<file path="config.mk">
export PLATFORM = sky130hd
export DESIGN_NAME = uart_getdata
export DESIGN_NICKNAME = d
export VERILOG_FILES = /design/src/rtl/uart_getdata.sv
export SDC_FILE = /design/constraint.sdc
export NUM_CORES = 1
export LEC_CHECK = 0
export ABC_CLOCK_PERIOD_IN_PS = 2100
export CAP_MARGIN = 15
export CORE_UTILIZATION = 35
export DETAILED_ROUTE_END_ITERATION = 12
export PLACE_DENSITY = 0.66
export SYNTH_ARGS = -nofsm -noshare
export SYNTH_HDL_FRONTEND = slang
export SYNTH_SLANG_ARGS = --single-unit
</file>
<file path="constraint.sdc">
create_clock -name clk -period 2.1 [get_ports clk]
set_clock_uncertainty 0.2 [all_clocks]
set_input_delay 0.63 -clock clk [delete_from_list [all_inputs] [get_ports clk]]
set_output_delay 0.63 -clock clk [all_outputs]
set_load 0.02 [all_outputs]
</file>
<file path="src/rtl/uart_getdata.sv">
// UART receive path: 2-flop synchronizer, oversampled 8N1 deframer with 2-of-3 majority voting,
// and a single-byte holding register with valid/overrun handshake.
module uart_getdata #(
    parameter int OS_RATE = 16
) (
    input  logic       clk,
    input  logic       rst_n,
    input  logic       rx,
    input  logic       os_tick,
    input  logic       rx_ack,
    output logic [7:0] rx_data,
    output logic       rx_done,
    output logic       rx_valid,
    output logic       frame_err,
    output logic       overrun,
    output logic       busy
);

    localparam int CW = $clog2(OS_RATE);
    localparam logic [CW-1:0] CntLast = CW'(OS_RATE - 1);
    localparam logic [CW-1:0] CntS0   = CW'(OS_RATE / 2 - 1);
    localparam logic [CW-1:0] CntS1   = CW'(OS_RATE / 2);
    localparam logic [CW-1:0] CntS2   = CW'(OS_RATE / 2 + 1);

    typedef enum logic [2:0] {StIdle, StStart, StData, StStop, StWaitHigh} state_e;

    state_e          r_state, w_state_next;
    logic [CW-1:0]   r_cnt, w_cnt_next, w_cnt_inc;
    logic [2:0]      r_bit, w_bit_next;
    logic [7:0]      r_shift, w_shift_next;
    logic [2:0]      r_samp;
    logic            r_rx_meta, r_rx_s, r_rx_prev;
    logic [7:0]      r_rx_data;
    logic            r_rx_done, r_rx_valid, r_frame_err, r_overrun;
    logic            w_fall, w_maj, w_maj_stop, w_load, w_ferr;

    function automatic logic maj3(input logic a, input logic b, input logic c);
        return (a & b) | (a & c) | (b & c);
    endfunction

    assign w_fall     = r_rx_prev & ~r_rx_s;
    assign w_maj      = maj3(r_samp[0], r_samp[1], r_samp[2]);
    // Stop decision happens on the third sample's tick, so the live line replaces samp[2].
    assign w_maj_stop = maj3(r_samp[0], r_samp[1], r_rx_s);
    assign w_cnt_inc  = (r_cnt == CntLast) ? '0 : r_cnt + 1'b1;

    always_ff @(posedge clk or negedge rst_n) begin
        if (!rst_n) begin
            r_rx_meta <= 1'b1;
            r_rx_s    <= 1'b1;
            r_rx_prev <= 1'b1;
        end else begin
            r_rx_meta <= rx;
            r_rx_s    <= r_rx_meta;
            r_rx_prev <= r_rx_s;
        end
    end

    always_ff @(posedge clk or negedge rst_n) begin
        if (!rst_n) begin
            r_state <= StIdle;
            r_cnt   <= '0;
            r_bit   <= '0;
            r_shift <= '0;
            r_samp  <= 3'b111;
        end else begin
            r_state <= w_state_next;
            r_cnt   <= w_cnt_next;
            r_bit   <= w_bit_next;
            r_shift <= w_shift_next;
            if (os_tick && r_state != StIdle) begin
                if (r_cnt == CntS0) r_samp[0] <= r_rx_s;
                if (r_cnt == CntS1) r_samp[1] <= r_rx_s;
                if (r_cnt == CntS2) r_samp[2] <= r_rx_s;
            end
        end
    end

    always_comb begin
        w_state_next = r_state;
        w_cnt_next   = r_cnt;
        w_bit_next   = r_bit;
        w_shift_next = r_shift;
        w_load       = 1'b0;
        w_ferr       = 1'b0;
        case (r_state)
            StIdle: begin
                w_cnt_next = '0;
                if (w_fall) w_state_next = StStart;
            end
            StStart: begin
                if (os_tick) begin
                    w_cnt_next = w_cnt_inc;
                    if (r_cnt == CntLast) begin
                        w_bit_next   = '0;
                        w_state_next = w_maj ? StIdle : StData;
                    end
                end
            end
            StData: begin
                if (os_tick) begin
                    w_cnt_next = w_cnt_inc;
                    if (r_cnt == CntLast) begin
                        w_shift_next = {w_maj, r_shift[7:1]};
                        if (r_bit == 3'd7) w_state_next = StStop;
                        else               w_bit_next   = r_bit + 1'b1;
                    end
                end
            end
            StStop: begin
                if (os_tick) begin
                    w_cnt_next = w_cnt_inc;
                    if (r_cnt == CntS2) begin
                        w_cnt_next = '0;
                        if (w_maj_stop) begin
                            w_load       = 1'b1;
                            w_state_next = StIdle;
                        end else begin
                            w_ferr       = 1'b1;
                            w_state_next = StWaitHigh;
                        end
                    end
                end
            end
            StWaitHigh: begin
                w_cnt_next = '0;
                if (r_rx_s) w_state_next = StIdle;
            end
            default: w_state_next = StIdle;
        endcase
    end

    always_ff @(posedge clk or negedge rst_n) begin
        if (!rst_n) begin
            r_rx_data   <= 8'h00;
            r_rx_done   <= 1'b0;
            r_rx_valid  <= 1'b0;
            r_frame_err <= 1'b0;
            r_overrun   <= 1'b0;
        end else begin
            r_rx_done   <= w_load;
            r_frame_err <= w_ferr;
            if (w_load) r_rx_data <= r_shift;
            r_rx_valid <= w_load | (r_rx_valid & ~rx_ack);
            // Set beats clear; ack with nothing held is ignored.
            if (w_load && r_rx_valid && !rx_ack) r_overrun <= 1'b1;
            else if (rx_ack && r_rx_valid)       r_overrun <= 1'b0;
        end
    end

    assign rx_data   = r_rx_data;
    assign rx_done   = r_rx_done;
    assign rx_valid  = r_rx_valid;
    assign frame_err = r_frame_err;
    assign overrun   = r_overrun;
    assign busy      = (r_state != StIdle);

endmodule

</file>
==> metrics <==
hold_buf cts=0; Hold Fails Final Rpt=0; Switching Fraction=0.328; Inserted Diodes=0; Num CTS Buffers=5; row cnt=24; worst endpoint data arrival time=1.24 ns; vias in the first global route=1129; Filler cells=433; Leakage=0.00108 uW; slew of the pin with the lowest slew margin=0.418 ns; Primary FF master, synth=dfrtp_1; Syn Nets=144; Longest Clk Path Bufs=2; antenna violations before repair=0; synthesis-stage register bit count=36; maximum number of pins on one net before global-route repair=37; DRC viols=0; critical path required time=1.27 ns; FF/Latch Area=908 sq um; Die Y=71.7 um; status=completed; CTS HTree Levels=2; vias per inst=5.14; Internal Pwr Total=1290 uW; Die X=71.7 um; Area Growth Syn to Fin=23.2%; VDD IR-drop max=0.390 mV; min cycle time layout=2.07 ns; multi-input logic area=753 sq um; Pwr Density=918 nW/um^2; Ys Warns=0; Finished Cell Area=2090 sq um; DP Area=1990 sq um; crit path buf inv count=1; Total GRT Usage=0.137; ratio of cells with drive above 1 in the final layout=0.321; Hold Crit Start=r_rx_meta; Total Die Area=5140 sq um; unrepaired setup endpoints after global routing=false; Psw=630 uW; Synth Area per Inst=12.7 sq um; unique cell type count in the Yosys netlist=41; combinational share of power=0.308; gr ovfl total=0; commonest non-fill, non-tap cell in the layout=dfrtp_1; top post-synthesis cells by area=dfrtp_1, mux2_2, dfstp_2; Power, Total=1920 uW; # IOs=18; clk_lat worst skew=0.29 ns; Crit-path slowest cell=clkdlybuf4s50_1; Final Cycle Share=0.984; Worst Hold Class=flip-flop to flip-flop; most frequent cells in the layout=dfrtp_1, mux2_2, nand2_1; Final ANT Viol Nets=0; sequential power share=0.420; CTS Sinks=36; Initial Utilization=0.378; Nets=174; Syn Inst Count=134; f_max=484 MHz; Final Slew Violations=0; CTS resizes=7; Avg WL per Cell=14.5 um; Yosys top cell by area=dfrtp_1; Worst Setup SP=rx_data[6]; M2 GR Usage=0.212; GR Layer Usage met3=0.0422; clock root buffer=clkbuf_8; CTS clk-pin slew, worst paths=0.07 ns; kind of critical path=flip-flop to primary output; Final Util=0.465; Via Count=1116; cell family with the largest share of critical-path delay=buffers and inverters; Max FO, Critical Path=2; CP startpoint kind=flip-flop; crit path cell chain=clkdlybuf4s50_1; hpwl dp=2240 um; Initial DRC Count=39; Pre-antenna DRT Iters=4; Yosys top cell area share=0.442; GR met1 Demand/Resource=0.173; RePlAce Congestion=0.767; asr flop ratio synth=1.00; area of the core=4500 sq um; final wirelength=3150 um; sequential area share after synthesis=0.534; number of port buffers=17; Clk pwr share=0.272; Max Cap Viol=0; post-CTS setup buffers=0; Largest stage delay, worst path=0.61 ns; reg2reg start=r_cnt[1]; first-pass GRT wire length=5340 um; CTS tree=built; grt peak-use layer=met2; post-synthesis cell area=1700 sq um; crit end category=primary output; setup violators final=0; Slew HR=0.720; Post-synth EDFFs=0
[path summary, 6_finish.rpt]
path	endpoint	cells after the start	slack [ns]
setup / recovery	rx_data[6]	1	0.03
hold / removal	r_rx_s	0	0.16
setup reg to reg	r_state[1]	5	0.12
hold reg to reg	r_rx_s	0	0.16
max in group asynchronous	r_rx_prev	2	0.94
min in group asynchronous	r_state[2]	2	0.51
[cell type report]
| type | instances | share of cell area |
|---|---|---|
| clock buffers | 6 | 0.0394 |
| multi-input cells | 91 | 0.360 |
| flip-flops and latches | 36 | 0.434 |
| clock inverters | 2 | 0.00657 |
| repair buffers | 26 | 0.122 |
| well taps | 52 | 0.0311 |
| inverters | 4 | 0.00717 |
[Yosys cell counts, types with 2 or more instances]
library cell / count
a21oi_1: 6
nand3b_1: 2
nand3_1: 3
maj3_1: 2
nor3b_1: 2
mux2_2: 20
inv_1: 4
o21ai_0: 4
nand2_1: 10
ha_1: 5
dfstp_2: 6
and2b_1: 2
nor3_1: 4
nor2_1: 5
nand2b_1: 3
a21o_1: 2
dfrtp_1: 30
[state kept, by name (all words and copies together) (netlist names), 3 cells and up]
register  cells
r_shift       8
r_state       3
r_cnt         4
r_samp        3
rx_data       8
r_bit         3
[metrics by stage]
step	setup WS (ns)	instances	hold WS [ns]	TNS (ns)
6_report	0.0339	217	0.158	0
5_1_grt	0.0000866	217	0.163	0
4_1_cts	0.000431	217	0.159	0
3_5_place_dp	-0.212	209	0.148	-2.46
3_3_place_gp	-0.154	209	0.147	-1.22
2_1_floorplan	0.209	134	0.134	0
[kinds of logic after synthesis]
| kind of cell | synth area share |
|---|---|
| muxes | 0.139 |
| and+or+nand+nor | 0.160 |
| DFF | 0.534 |
| xor gates and xnor gates | 0.00515 |
| adders and majority gates | 0.0486 |
| buffers and inverters | 0.0228 |
| AOI/OAI and AO/OA | 0.0898 |
[metal layers]
layer,wire (um),part of all wire,up-vias
met2,1480,0.47,22
met3,112,0.036,9
met1,1460,0.46,551
met4,95,0.030,0
li1,-,-,534
met5,0,0,-
[power groups by stage]
stage          sequential (uW)  combinational, uW  clock (uW)
6_report                   807                592         523
5_1_grt                    818                649         571
4_1_cts                    808                598         541
3_5_place_dp               822                604           0
3_3_place_gp               817                583           0
2_1_floorplan              830                408           0
No activity file was read; power rests on OpenSTA's default activity.
